<file path="src/rtl/stack_lifo_sync_if.sv">
// Interface for the stack_lifo_sync LIFO: request/data, status and error lines.
// The almost_full line is present only when STACK_ALMOST_FULL_EN is defined.
interface stack_lifo_sync_if #(
    parameter int DATA_W = 19,
    parameter int DEPTH  = 32
);
    localparam int CNT_W = $clog2(DEPTH) + 1;

    logic              push;
    logic              pop;
    logic [DATA_W-1:0] din;
    logic              err_clr;
    logic [DATA_W-1:0] dout;
    logic              dout_valid;
    logic              empty;
    logic              full;
    logic [CNT_W-1:0]  count;
    logic              overflow;
    logic              underflow;
`ifdef STACK_ALMOST_FULL_EN
    logic              almost_full;
`endif

    modport master (
        output push, pop, din, err_clr,
        input  dout, dout_valid, empty, full, count, overflow, underflow
`ifdef STACK_ALMOST_FULL_EN
        , input almost_full
`endif
    );

    modport slave (
        input  push, pop, din, err_clr,
        output dout, dout_valid, empty, full, count, overflow, underflow
`ifdef STACK_ALMOST_FULL_EN
        , output almost_full
`endif
    );
endinterface

</file>
<file path="src/rtl/stack_lifo_sync.sv">
// Synchronous LIFO stack with registered pop output, exchange and sticky errors.
// Define STACK_ALMOST_FULL_EN to add the almost_full status output (count >= AF_LEVEL).
module stack_lifo_sync #(
    parameter int DATA_W   = 19,
    parameter int DEPTH    = 32,
    parameter int AF_LEVEL = DEPTH - 4
) (
    input  logic              clk,
    input  logic              CLR,
    stack_lifo_sync_if.slave  bus
);
    localparam int PTR_W = $clog2(DEPTH);
    localparam int CNT_W = PTR_W + 1;

    if (DEPTH < 2 || (DEPTH & (DEPTH - 1)) != 0) begin : g_depth_chk
        $error("stack_lifo_sync: DEPTH must be a power of two and at least 2");
    end

    logic [DATA_W-1:0] mem [DEPTH];

    logic [CNT_W-1:0]  count_q, count_d;
    logic [DATA_W-1:0] dout_q;
    logic              dout_valid_q, dout_valid_d;
    logic              overflow_q, overflow_d;
    logic              underflow_q, underflow_d;

    logic              empty_w, full_w;
    logic [CNT_W-1:0]  count_m1;
    logic [PTR_W-1:0]  sp, top;
    logic              wr_en, rd_en, ovf_evt, unf_evt;
    logic [PTR_W-1:0]  wr_addr;

    assign empty_w  = (count_q == '0);
    assign full_w   = (count_q == CNT_W'(DEPTH));
    assign count_m1 = count_q - CNT_W'(1);
    // Low pointer bits are only used for writes when not full, so truncation is safe.
    assign sp       = count_q[PTR_W-1:0];
    assign top      = count_m1[PTR_W-1:0];

    always_comb begin
        count_d      = count_q;
        dout_valid_d = 1'b0;
        ovf_evt      = 1'b0;
        unf_evt      = 1'b0;
        wr_en        = 1'b0;
        rd_en        = 1'b0;
        wr_addr      = sp;
        case ({bus.push, bus.pop})
            2'b10: begin
                if (!full_w) begin
                    wr_en   = 1'b1;
                    count_d = count_q + CNT_W'(1);
                end else begin
                    ovf_evt = 1'b1;
                end
            end
            2'b01: begin
                if (!empty_w) begin
                    rd_en        = 1'b1;
                    count_d      = count_m1;
                    dout_valid_d = 1'b1;
                end else begin
                    unf_evt = 1'b1;
                end
            end
            2'b11: begin
                // Exchange replaces the top in place; empty degrades to a plain push.
                if (!empty_w) begin
                    rd_en        = 1'b1;
                    wr_en        = 1'b1;
                    wr_addr      = top;
                    dout_valid_d = 1'b1;
                end else begin
                    wr_en   = 1'b1;
                    wr_addr = '0;
                    count_d = CNT_W'(1);
                    unf_evt = 1'b1;
                end
            end
            default: ;
        endcase
        overflow_d  = (overflow_q  & ~bus.err_clr) | ovf_evt;
        underflow_d = (underflow_q & ~bus.err_clr) | unf_evt;
    end

    always_ff @(posedge clk) begin
        if (wr_en) begin
            mem[wr_addr] <= bus.din;
        end
    end

    always_ff @(posedge clk or posedge CLR) begin
        if (CLR) begin
            count_q      <= '0;
            dout_q       <= '0;
            dout_valid_q <= 1'b0;
            overflow_q   <= 1'b0;
            underflow_q  <= 1'b0;
        end else begin
            count_q      <= count_d;
            dout_valid_q <= dout_valid_d;
            overflow_q   <= overflow_d;
            underflow_q  <= underflow_d;
            if (rd_en) begin
                dout_q <= mem[top];
            end
        end
    end

    assign bus.dout       = dout_q;
    assign bus.dout_valid = dout_valid_q;
    assign bus.empty      = empty_w;
    assign bus.full       = full_w;
    assign bus.count      = count_q;
    assign bus.overflow   = overflow_q;
    assign bus.underflow  = underflow_q;

`ifdef STACK_ALMOST_FULL_EN
    if (AF_LEVEL > DEPTH || AF_LEVEL == 0) begin : g_af_chk
        $error("stack_lifo_sync: AF_LEVEL must be in 1..DEPTH");
    end
    localparam logic [CNT_W-1:0] AF_CNT = CNT_W'(AF_LEVEL);
    assign bus.almost_full = (count_q >= AF_CNT);
`endif
endmodule
</file>
<file path="src/flat_wrapper.sv">
// flat-port wrapper written by rule: the top's interface ports become plain ports
module stack_lifo_sync_flat 
#(
    parameter int DATA_W   = 19,
    parameter int DEPTH    = 32,
    parameter int AF_LEVEL = DEPTH - 4
)
  (clk, CLR, bus_push, bus_pop, bus_din, bus_err_clr, bus_dout, bus_dout_valid, bus_empty, bus_full, bus_count, bus_overflow, bus_underflow);
  stack_lifo_sync_if #(.DATA_W(DATA_W), .DEPTH(DEPTH)) bus_i ();
  input  logic clk;
  input  logic CLR;
  input wire logic [$bits(bus_i.push)-1:0] bus_push;
  input wire logic [$bits(bus_i.pop)-1:0] bus_pop;
  input wire logic [$bits(bus_i.din)-1:0] bus_din;
  input wire logic [$bits(bus_i.err_clr)-1:0] bus_err_clr;
  output wire logic [$bits(bus_i.dout)-1:0] bus_dout;
  output wire logic [$bits(bus_i.dout_valid)-1:0] bus_dout_valid;
  output wire logic [$bits(bus_i.empty)-1:0] bus_empty;
  output wire logic [$bits(bus_i.full)-1:0] bus_full;
  output wire logic [$bits(bus_i.count)-1:0] bus_count;
  output wire logic [$bits(bus_i.overflow)-1:0] bus_overflow;
  output wire logic [$bits(bus_i.underflow)-1:0] bus_underflow;
  assign bus_i.push = bus_push;
  assign bus_i.pop = bus_pop;
  assign bus_i.din = bus_din;
  assign bus_i.err_clr = bus_err_clr;
  assign bus_dout = bus_i.dout;
  assign bus_dout_valid = bus_i.dout_valid;
  assign bus_empty = bus_i.empty;
  assign bus_full = bus_i.full;
  assign bus_count = bus_i.count;
  assign bus_overflow = bus_i.overflow;
  assign bus_underflow = bus_i.underflow;
  stack_lifo_sync #(.DATA_W(DATA_W), .DEPTH(DEPTH), .AF_LEVEL(AF_LEVEL)) u_core (.clk(clk), .CLR(CLR), .bus(bus_i));
endmodule
</file>
<file path="config.mk">
export PLATFORM = sky130hd
export DESIGN_NAME = stack_lifo_sync_flat
export DESIGN_NICKNAME = d
export VERILOG_FILES = /design/src/rtl/stack_lifo_sync_if.sv /design/src/rtl/stack_lifo_sync.sv /design/src/flat_wrapper.sv
export SDC_FILE = /design/constraint.sdc
export NUM_CORES = 1
export LEC_CHECK = 0
export ABC_AREA = 1
export BUFFER_PORTS_ARGS = -buffer_cell sky130_fd_sc_hd__buf_2
export CAP_MARGIN = 5
export CORE_AREA = 2 2 315 317
export CTS_CLUSTER_DIAMETER = 30
export DETAILED_ROUTE_END_ITERATION = 10
export DIE_AREA = 0 0 317 319
export PLACE_DENSITY_LB_ADDON = 0.15
export SLEW_MARGIN = 20
export SYNTH_ARGS = -nofsm -noshare
export SYNTH_HDL_FRONTEND = slang
export SYNTH_SLANG_ARGS = --single-unit
</file>
<file path="constraint.sdc">
create_clock -name clk -period 6.4 [get_ports clk]
set_input_delay 0.64 -clock clk [delete_from_list [all_inputs] [get_ports clk]]
set_output_delay 0.64 -clock clk [all_outputs]
set_load 0.05 [all_outputs]
</file>
======== Yosys cells after proc, flatten, opt, wreduce, memory -nomap -nowiden ========
Memory sizes are Yosys's and may differ from the RTL's. A register that Yosys moved wholly into a read port is not among the register bits.
Cells that the tools add are included.
storage, ports and cells
  register bits ........................... 9
  bits in writable memories ............... 608
  input bits .............................. 24
  output and inout port bits .............. 30
  logic and storage cells ................. 39
  memories kept ........................... 1
memory list
  name        words  bits a word  rd ports  clocked after Yosys merged registers in  wr ports  RTL line               source
  u_core.mem  32     19           1         1                                        1         stack_lifo_sync.sv:19  logic [DATA_W-1:0] mem [DEPTH];
operators by class
  $add $sub $neg .......................... 2
  equality and inequality tests ........... 7
  muxes and demuxes ....................... 16
  bitwise logic cells ..................... 5
  reductions and logical operators ........ 4
operator list
  cell                 count
  $mux 6               3
  $pmux 6 s3           1
  $mux 5               2
  $mux 1               9
  $add 6x1->6 const B  1
  $eq 6x6->1 const B   1
  $logic_not 6->1      1
  $ne 2x2->1 const B   3
  $sub 6x1->6 const B  1
  $eq 2x2->1 const B   2
  $reduce_and 4->1     1
  $reduce_bool 3->1    1
  $and 1x1->1          2
  $eq 2x1->1 const B   1
  $or 1x1->1           2
  $pmux 1 s2           1
  $reduce_or 2->1      1
  $not 1->1            1

======== Logic depth before layout (Yosys ltp) ========
Gate-level depths: netlist of run 1.
  depth in word-level cells ............... 5
  gate-level depth with buffers ........... 17
  depth with buffers taken out ............ 11

======== Worst setup path after synthesis of run 1 ========
No wires, ideal clock.
  kind .................................... flip-flop to flip-flop
  start point ............................. reg u_core.count_q[0], in the netlist u_core.bus.count[0]
  end point ............................... mem u_core.mem[27][0], enable pin
  setup time .............................. 0.395 ns
  arrival time ............................ 3.241 ns
  data required time ...................... 6.005 ns
  slack ................................... 2.764 ns
  stages on the path, launching flop included .. 12
  buffers on the path ..................... 6
  period minus slack after synthesis ...... 3.636 ns
  cell sequence ........................... dfrtp_1 buf_4 inv_2 buf_6 buf_4 buf_2 ha_1 buf_2 buf_2 o21ai_1 nand3_1 nor2_1
on the way
  cells in the longest elaborated chain, start to end .. 5
  elaborated cells on any way between the ends .. 9
  classes of those cells .................. add/sub (1); eq/ne (1); mux (6); reduce/logical (1)
RTL lines
  element                       RTL line                source
  start, declared               stack_lifo_sync.sv:21   logic [CNT_W-1:0] count_q, count_d;
  start signal, assigned        stack_lifo_sync.sv:100  count_q <= count_d;
  $eq 6x6->1                    stack_lifo_sync.sv:34   assign full_w = (count_q == CNT_W'(DEPTH));
  $mux 1                        stack_lifo_sync.sv:50   if (!full_w) begin
  $pmux 1 s2                    stack_lifo_sync.sv:48   case ({bus.push, bus.pop})
  $mux 1                        stack_lifo_sync.sv:87   if (wr_en) begin
  $mux 1 (implied by the code)  stack_lifo_sync.sv:88   mem[wr_addr] <= bus.din;
  end, declared                 stack_lifo_sync.sv:19
Parallel ways exist; a longest one is shown, timed or not.

======== Worst setup path in the final report of run 1 ========
  start point ............................. reg u_core.count_q[0], in the netlist u_core.bus.count[0]
  end point ............................... mem u_core.mem[8][1], enable pin
The elaborated chain is that of the path after synthesis.

==> metrics.txt, run 1 <==
status=finished, final reports clean; share of the yosys chip area belonging to registers=69.92%; Leak Pwr=roughly 0.014 uW; Iter 0 DRT Violations=1448; RSZ-0062 raised after global routing=no; RD Place Congestion=between 0.8 and 0.9; drc violations=0; Die Area=just over 100000 um2; Worst path slowest cell=nor2_2; crit path cell chain=inv_8 -> ha_1 -> nand2_2 -> xor2_2 -> inv_2 -> a21oi_4 -> nand3_2 -> nor2_2; Final HPWL DP=47390 um; setup ws final=1896 ps; fin nets=roughly 2700; PortBufs=53; clk root buf=clkbuf_16; Clock Pin Slew Worst Setup and Hold Paths=40 ps; min cycle time layout=4504 ps; WS Path Type=flop to flop; synth unique cells=31; nature of the critical path endpoint=flop; total track usage=16.79%; worst slew pin tran=1073 ps; Clock Sink Count=636; CP Launch Type=flop; CTS tree=built; Clock power frac=37.4%; IR drop worst, VDD=0.5080 mV; Die W=317 um; met3 wire length=4349 um; Die Y=319 um; Setup WS pre-CTS=1813 ps; Worst EP required=6730 ps; met2 WL=about 40000 um; Yosys Warn Count=0; Metal-1 WL=37250 um; first-pass GRT wire length=123400 um; cell-internal power=around 11000 uW; synthesized net count=2591; H-tree levels=4; Yosys reg bits=about 640; core area=97700 um2; fin crit share=a little over two thirds; via density per instance=between 4 and 5; Util after Layout=34.54%; 1st-pass router iterations=6; Syn-to-layout area delta=24.45%; final WL=84040 um; Antenna Violating Nets Remaining=0; Post-Synthesis Cells=around 2600; Hold Slack=132.9 ps; max-cap violation count=0; Slew Limit Fails=0; clock skew=28.48 ps; Avg Cell Area, Syn=10.57 um2; max incr delay on CP=860 ps; FMAX=222.0 MHz; Slew Limit Headroom=28.37%; Initial Utilization=27.75%; P per Cell Area=572.3 nW/um2; vias in the first global route=18360; Hold Path Class=input port to flop; Fin. Hold Viols=0; Setup violations, final=0; Vias=18330; clk_lat worst skew=730 ps; total negative slack=0 ps; fraction of power spent switching nets=roughly two fifths; CTS Buffer Depth=3; crit path max fanout=68; layout cells sized above 1=13.13%; initial antenna violation count=3; I/O pins=54; largest net degree at the start of global routing=98; GR Overflow Total=0; WL/cell=approximately 21 um; standard-cell row count=115; Post-Synthesis Cell Area=around 27000 um2; cts bufs inserted=145; CP arrival=4840 ps; sequential group share of total power=26.3%; combinational power share=a little over a third; Switch Pwr=7861 uW; highest metal used=met4
-- metrics by stage --
stage,power [uW],area (um2),std cells
global placement,12240,28850,3815
global route,20350,33740,4075
CTS,19560,33720,4075
floorplan,9484,27110,2564
finish,19310,33740,4076
detailed placement,12250,28850,3815
-- final cells by class --
type	instances	area (um2)
Timing Repair Buffer	100	633.1
Clock inverter	86	1100
Sequential cell	636	18960
Clock buffer	173	3754
Fill cell	9663	63960
Tap cell	1287	1610
Antenna cell	1	2.502
Multi-Input combinational cell	1485	6514
Inverter	308	1169
-- cells in the final DEF (no fill, tap or decap), types with 16 or more instances in the layout --
cell / instances
nand3_1: 428
clkbuf_16: 145
clkinv_2: 18
clkbuf_1: 26
dfrtp_1: 27
buf_2: 53
nor2_1: 39
edfxtp_1: 608
inv_1: 301
nor2_2: 28
clkinv_1: 26
bufinv_16: 16
nand2_1: 907
o21ai_0: 34
buf_4: 45
-- cells in the mapped netlist --
master	n	area, um2
a21oi_1	1	5.000
a21oi_2	1	8.760
a21oi_4	1	16.27
buf_1	14	52.55
buf_2	62	310.3
buf_4	12	90.09
buf_6	3	33.78
clkbuf_1	44	165.2
dfrtp_1	28	700.7
edfxtp_1	608	18260
ha_1	3	37.54
inv_1	301	1130
inv_2	7	26.28
nand2_1	908	3408
nand2_2	2	12.51
nand3_1	428	2142
nand3_2	5	50.05
nand4_1	1	6.260
nand4_2	1	12.51
nor2_1	71	266.5
nor2_2	2	12.51
nor3_1	1	5.000
o21ai_0	34	170.2
o21ai_1	14	70.07
o21ai_2	1	8.760
o22ai_1	3	18.77
o22ai_2	1	12.51
xnor2_1	1	8.760
xnor2_2	1	16.27
xor2_1	3	26.28
xor2_2	2	32.53
-- kinds of logic after synthesis --
group                    count (synthesis)  synth area share, %
XOR/XNOR                                 7               0.3092
AO/OA/AOI/OAI                           56                1.144
buffers and inverters                  443                6.668
adder cells (fa/ha/maj)                  3               0.1385
flip-flops                             636                69.92
AND/OR/NAND/NOR                       1419                21.82
-- sequential cells by signal, indices dropped and copies added (netlist names) --
name,count
u_core.bus.underflow,1
u_core.bus.dout_valid,1
u_core.mem,608
u_core.bus.dout,19
u_core.bus.count,6
u_core.bus.overflow,1
-- worst max-delay path: cells and delay by family, from the launching register on --
family / cells / cell delay, ps
flops: 1 / 650
fa+ha+maj: 1 / 470
buf+inv: 2 / 790
compound gates: 1 / 330
simple gates: 3 / 1170
xor+xnor: 1 / 650
-- power by group through the flow --
stage                     combinational (uW)  clock, uW  sequential [uW]
final                                   7010       7230             5070
after detailed placement                7100          0             5140
after global placement                  7100          0             5140
after global routing                    7680       7570             5100
after CTS                               7130       7360             5080
after floorplan                         4140          0             5340
-- path summary, 6_finish.rpt --
path                                     startpoint                  end  slack, ps  cells past startpoint
worst max-delay path            u_core.bus.count[0]     u_core.mem[8][1]       1900                      8
worst min-delay path                    bus_err_clr  u_core.bus.overflow        130                      2
worst max register to register  u_core.bus.count[0]     u_core.mem[8][1]       1900                      8
worst min register to register   u_core.bus.dout[6]   u_core.bus.dout[6]        480                      2
max in group asynchronous                       CLR  u_core.bus.count[0]       5440                      4
min in group asynchronous                       CLR  u_core.bus.dout[18]        570                      4
-- per-layer routing --
layer	vias up	GRT usage (%)
met4	0	5.734
met3	143	3.804
li1	8740	-
met5	-	0
met1	8982	22.07
met2	466	27.15
-- what timing repair did --
item	CTS	global route
setup buffers	0	0
hold buffers	1	0
gates resized for setup	0	0
hold endpoints to repair	1	0
(Power assumes the default switching activity.)
==> run 2: changes to the inputs <==
==> constraint.sdc (replaced) <==
create_clock -name clk -period 4.2 [get_ports clk]
set_input_delay 0.42 -clock clk [delete_from_list [all_inputs] [get_ports clk]]
set_output_delay 0.42 -clock clk [all_outputs]
set_load 0.05 [all_outputs]
==> run 2 against run 1 <==
Effect of this change: clock-buffer cell count increased by 13; wire length fell by 0.95%; highest routed layer is now met5; via count increased by 0.22%.
==> metrics.txt, run 2 (synthesized netlist as in run 1, its figures left out) <==
Slew Limit Headroom=31.24% (was 28.37%); vias in the first global route=18960 (was 18360); Worst path slowest cell=buf_4 (was nor2_2); largest net degree at the start of global routing=141 (was 98); cell family with most CP delay=buffers and inverters (was simple AND/OR/NAND/NOR gates); final WL=83240 um (was 84040 um); status=finished, final reports clean (unchanged); min cycle time layout=3240 ps; Fin. Hold Viols=0 (unchanged); CP Launch Type=flop (unchanged); RSZ-0062 raised after global routing=no (unchanged); via density per instance=4.480 (was 4.497); sequential group share of total power=26.2% (was 26.3%); max FFs per register=608 (unchanged); cell-internal power=17730 uW (was 11450 uW); nature of the critical path endpoint=primary output (was flop); drc violations=0 (unchanged); I/O pins=54 (unchanged); Clock Sink Count=636 (unchanged); r2r setup slk=1060 ps (was 1900 ps); CTS Buffer Depth=3 (unchanged); Crit path depth=3 (was 8); FMAX=308.6 MHz; total negative slack=0 ps (unchanged); standard-cell row count=115 (unchanged); WL/cell=20.30 um (was 20.62 um); max-cap violation count=0 (unchanged); Clock power frac=37.3% (was 37.4%); P per Cell Area=863.7 nW/um2 (was 572.3 nW/um2); Iter 0 DRT Violations=1380 (was 1448); most frequent cells in the layout=907 x nand2_1, 608 x edfxtp_1, 428 x nand3_1, 301 x inv_1, 147 x clkbuf_16 (was 907 x nand2_1, 608 x edfxtp_1, 428 x nand3_1, 301 x inv_1, 145 x clkbuf_16); Slew Limit Fails=0 (unchanged); initial antenna violation count=7 (was 3); layout cells sized above 1=14.26% (was 13.13%); Clock Pin Slew Worst Setup and Hold Paths=40 ps (about the same); IR drop worst, VDD=0.8487 mV (was 0.5080 mV); PortBufs=53 (unchanged); Die W=317 um (unchanged); Die Y=319 um (unchanged); core area=97700 um2 (unchanged); Syn-to-layout area delta=25.13% (was 24.45%); CP arrival=2820 ps (was 4840 ps); Cells on Worst Hold Path=4 (was 2); Top reg by flops=u_core.mem (unchanged); crit path cell chain=buf_12 -> buf_4 -> buf_2 (was inv_8 -> ha_1 -> nand2_2 -> xor2_2 -> inv_2 -> a21oi_4 -> nand3_2 -> nor2_2); # Post-CTS Setup Buffers=0 (unchanged); Tot Pwr=29300 uW (was 19310 uW); Die Area=101100 um2 (unchanged); max incr delay on CP=750 ps (was 860 ps); Vias=18370 (was 18330); Final HPWL DP=46650 um (was 47390 um); 1st-pass router iterations=5 (was 6); Switch Pwr=11570 uW (was 7861 uW); GR Overflow Total=0 (unchanged); Setup violations, final=0 (unchanged); Leak Pwr=0.01382 uW (was 0.01367 uW); fin nets=2721 (was 2703); leading cell type in the layout, fill and taps excluded=nand2_1 (unchanged); CTS tree=built (unchanged); clock skew=19.84 ps (was 28.48 ps); clk root buf=clkbuf_16 (unchanged); crit path max fanout=115 (was 68); worst slew pin tran=1031 ps (was 1073 ps); Hold Path Class=input port to flop (unchanged); Antenna Violating Nets Remaining=0 (unchanged); total track usage=16.67% (was 16.79%); WS Path Type=flop to primary output (was flop to flop); Initial Utilization=27.75% (unchanged); first-pass GRT wire length=123400 um (about the same); H-tree levels=4 (unchanged); cts bufs inserted=143 (was 145); Critical path buffers and inverters=3 (was 2); RD Place Congestion=0.8077 (was 0.8235); reg2reg path depth=8 (unchanged); Worst EP required=3780 ps (was 6730 ps); fin crit share=77.15%; combinational power share=36.5% (was 36.3%); clk_lat worst skew=710 ps (was 730 ps); fraction of power spent switching nets=39.50% (was 40.70%)
[run 2: changes by cell type in the layout (fill, tap and decap cells not counted), sizes merged, moves of 2 or more]
cell         delta
bufinv          -2
clkinv          -9
dlygate4sd3     +2
buf            +18
clkbuf         +13
[run 2: worst reg2reg max path, stage by stage, from the launching register on]
cell	delay, ps
dfrtp_1	580
nor2_2	260
nand4_2	190
nand2_2	190
o21ai_1	110
nor2_1	170
nand2_1	340
nor2_2	640
buf_4	350
[run 2: final cells by class]
cell class	count	area (um2)
Timing Repair Buffer	120	888.4
Clock buffer	186	3945
Inverter	308	1169
Clock inverter	77	863.3
Sequential cell	636	18960
Antenna cell	2	5.005
Tap cell	1287	1610
Fill cell	9649	63770
Multi-Input combinational cell	1485	6484
[run 2: final timing paths]
path,from,end
hold / removal,bus_pop,u_core.bus.count[2]
min in group asynchronous,CLR,u_core.bus.dout[17]
setup reg to reg,u_core.bus.count[2],u_core.mem[14][6]
max in group asynchronous,CLR,u_core.bus.count[0]
setup / recovery,u_core.bus.count[0],bus_count[0]
hold reg to reg,u_core.bus.dout[5],u_core.bus.dout[5]
[run 2: through the flow]
step	cell area, um2	utilization [%]	hold WS, ps	std cells	setup WS [ps]
5_1_grt	33920	34.72	127.7	4099	814.0
6_report	33930	34.73	127.7	4101	959.8
3_3_place_gp	29080	29.77	463.1	3833	1001
4_1_cts	33920	34.72	70.86	4099	916.4
3_5_place_dp	29080	29.77	461.9	3833	1009
2_1_floorplan	27110	-	485.4	2564	564.4
[run 2: power by group through the flow]
stage / clock (uW) / combinational, uW / sequential [uW]
global placement: 0 / 10900 / 7780
detailed placement: 0 / 10900 / 7790
global route: 11500 / 11800 / 7720
floorplan: 0 / 6310 / 8140
CTS: 11100 / 10900 / 7690
finish: 10900 / 10700 / 7690
[run 2: timing repair]
item                                   4_1_cts  5_1_grt
gates resized for setup                      0        0
hold buffers                                 3        0
endpoints found under the hold margin       30        0
[run 2: routing by layer]
layer	wire length, um	GRT usage (%)
met5	51	0
met4	2843	7.149
met3	3949	3.375
met2	39570	27.11
met1	36820	21.47
==> run 3: changes to the inputs <==
==> constraint.sdc (replaced) <==
create_clock -name clk -period 2.7 [get_ports clk]
set_input_delay 0.27 -clock clk [delete_from_list [all_inputs] [get_ports clk]]
set_output_delay 0.27 -clock clk [all_outputs]
set_load 0.05 [all_outputs]
==> run 3 against run 2 <==
Effect of this change: global-route usage grew 0.23 points; cell area grew 5.3%; core utilization grew 1.8 points; hold slack lost 30 ps; die area is the same; power grew 68%; setup slack lost 840 ps.
==> metrics.txt, run 3 (synthesized netlist as in run 1, its figures left out) <==
nature of the critical path endpoint=flop (was primary output); Die Y=319 um (unchanged); leading cell type in the layout, fill and taps excluded=nand2_1 (unchanged); Setup WS pre-CTS=22.61 ps (was 1009 ps); min cycle time layout=2579 ps; status=finished, final reports clean (unchanged); worst slew pin tran=893.3 ps (was 1031 ps); Slew Limit Headroom=40.45% (was 31.24%); standard-cell row count=115 (unchanged); initial antenna violation count=0 (was 7); vias in the first global route=18630 (was 18960); WL/cell=20.35 um (was 20.30 um); Switch Pwr=19070 uW (was 11570 uW); CTS Buffer Depth=3 (unchanged); cts bufs inserted=154 (was 143); clock skew=29.26 ps (was 19.84 ps); drc violations=0 (unchanged); Antenna Violating Nets Remaining=0 (unchanged); Syn-to-layout area delta=31.71% (was 25.13%); first-pass GRT wire length=124400 um (was 123400 um); Clock power frac=38.9% (was 37.3%); Final HPWL DP=47070 um (was 46650 um); total track usage=16.90% (was 16.67%); RSZ-0062 raised after global routing=no (unchanged); max FFs per register=608 (unchanged); I/O pins=54 (unchanged); crit path from=u_core.bus.count[0] (unchanged); FF-to-FF Start=u_core.bus.count[0] (was u_core.bus.count[2]); largest net degree at the start of global routing=113 (was 141); layout cells sized above 1=16.53% (was 14.26%); Filler cells=9493 (was 9649); Clock Sink Count=636 (unchanged); clk root buf=clkbuf_16 (unchanged); Vias=18590 (was 18370); most frequent cells in the layout=905 x nand2_1, 608 x edfxtp_1, 421 x nand3_1, 296 x inv_1, 155 x clkbuf_16 (was 907 x nand2_1, 608 x edfxtp_1, 428 x nand3_1, 301 x inv_1, 147 x clkbuf_16); cell-internal power=30170 uW (was 17730 uW); setup ws final=121.3 ps (was 959.8 ps); GR Overflow Total=0 (unchanged); hold_sp=bus_din[18] (was bus_pop); Leak Pwr=0.01445 uW (was 0.01382 uW); CP Launch Type=flop (unchanged); combinational power share=36.8% (was 36.5%); crit path max fanout=19 (was 115); Setup violations, final=0 (unchanged); CTS tree=built (unchanged); PortBufs=53 (unchanged); Die Area=101100 um2 (unchanged); clk_lat worst skew=730 ps (was 710 ps); fin nets=2764 (was 2721); H-tree levels=4 (unchanged); Hold Path Class=input port to flop (unchanged); max-cap violation count=0 (unchanged); RD Place Congestion=0.7846 (was 0.8077); Die W=317 um (unchanged); Worst EP required=3110 ps (was 3780 ps); final WL=84570 um (was 83240 um); Fin. Hold Viols=0 (unchanged); via density per instance=4.474 (was 4.480); 1st-pass router iterations=5 (unchanged); Slew Limit Fails=0 (unchanged); Tot Pwr=49240 uW (was 29300 uW); CP arrival=2990 ps (was 2820 ps); Top reg by flops=u_core.mem (unchanged); sequential group share of total power=24.3% (was 26.2%); IR drop worst, VDD=1.005 mV (was 0.8487 mV); Initial Utilization=27.75% (unchanged); fraction of power spent switching nets=38.73% (was 39.50%); Clock Pin Slew Worst Setup and Hold Paths=50 ps (was 40 ps); core area=97700 um2 (unchanged); fin crit share=approximately 96%; FMAX=387.8 MHz; Iter 0 DRT Violations=1569 (was 1380); P per Cell Area=1379 nW/um2 (was 863.7 nW/um2); WS Path Type=flop to flop (was flop to primary output)
-- run 3: critical path, cell delays in order, from the launching register on --
cell	delay, ps
dfrtp_4	500
inv_8	140
ha_4	230
nand2_2	80
xor2_2	200
o22ai_2	340
nand3_2	340
nor2_4	210
buf_12	210
-- run 3: final timing paths --
path | end | slack [ps] | depth (start not counted)
worst max-delay path | u_core.mem[24][15] | 120 | 8
worst min-delay path | u_core.mem[6][18] | 100 | 1
worst max register to register | u_core.mem[24][15] | 120 | 8
max in group asynchronous | u_core.bus.dout[1] | 1980 | 4
min in group asynchronous | u_core.bus.dout[0] | 160 | 3
worst min register to register | u_core.bus.dout[5] | 490 | 2
-- run 3: power groups by stage --
stage / clock network, uW / registers [uW] / logic, uW
floorplan: 0 / 12700 / 10300
finish: 19200 / 12000 / 18100
CTS: 19500 / 12000 / 18400
detailed placement: 0 / 12100 / 18300
global placement: 0 / 12100 / 18300
global route: 20000 / 12000 / 19800
-- run 3: metal layers --
| layer | part of all wire [%] | vias up | GRT usage [%] |
|---|---|---|---|
| li1 | - | 8888 | - |
| met1 | 47 | 9072 | 23.84 |
| met2 | 45 | 483 | 25.68 |
| met3 | 4.6 | 146 | 3.284 |
| met4 | 2.8 | 0 | 6.205 |
| met5 | 0 | - | 0 |
-- run 3: layout make-up --
cell class	instances	area (um2)	area share, %
well taps	1287	1610	4.509
repair buffers	152	1709	4.786
clock buffers	184	4058	11.36
inverters	308	1169	3.272
flip-flops and latches	636	18960	53.10
diodes	1	2.502	0.007007
clock inverters	102	1384	3.875
multi-input cells	1485	6817	19.09
-- run 3: metrics by stage --
| stage | cells | hold slack [ps] | utilization, % | TNS [ps] | cell area, um2 |
|---|---|---|---|---|---|
| 3_5_place_dp | 3862 | 366.7 | 30.90 | 0 | 30190 |
| 4_1_cts | 4153 | 93.62 | 36.52 | 0 | 35680 |
| 6_report | 4155 | 97.27 | 36.55 | 0 | 35710 |
| 2_1_floorplan | 2564 | 335.3 | - | -72310 | 27550 |
| 3_3_place_gp | 3862 | 359.2 | 30.90 | 0 | 30190 |
| 5_1_grt | 4154 | 130.5 | 36.55 | 0 | 35710 |
-- run 3: timing repair --
action                                  CTS  global route
endpoints found under the setup margin    0            50
hold buffers                              5             0
gates resized for setup                   0             1
buffers inserted                          0             1
hold endpoints to repair                 21             0
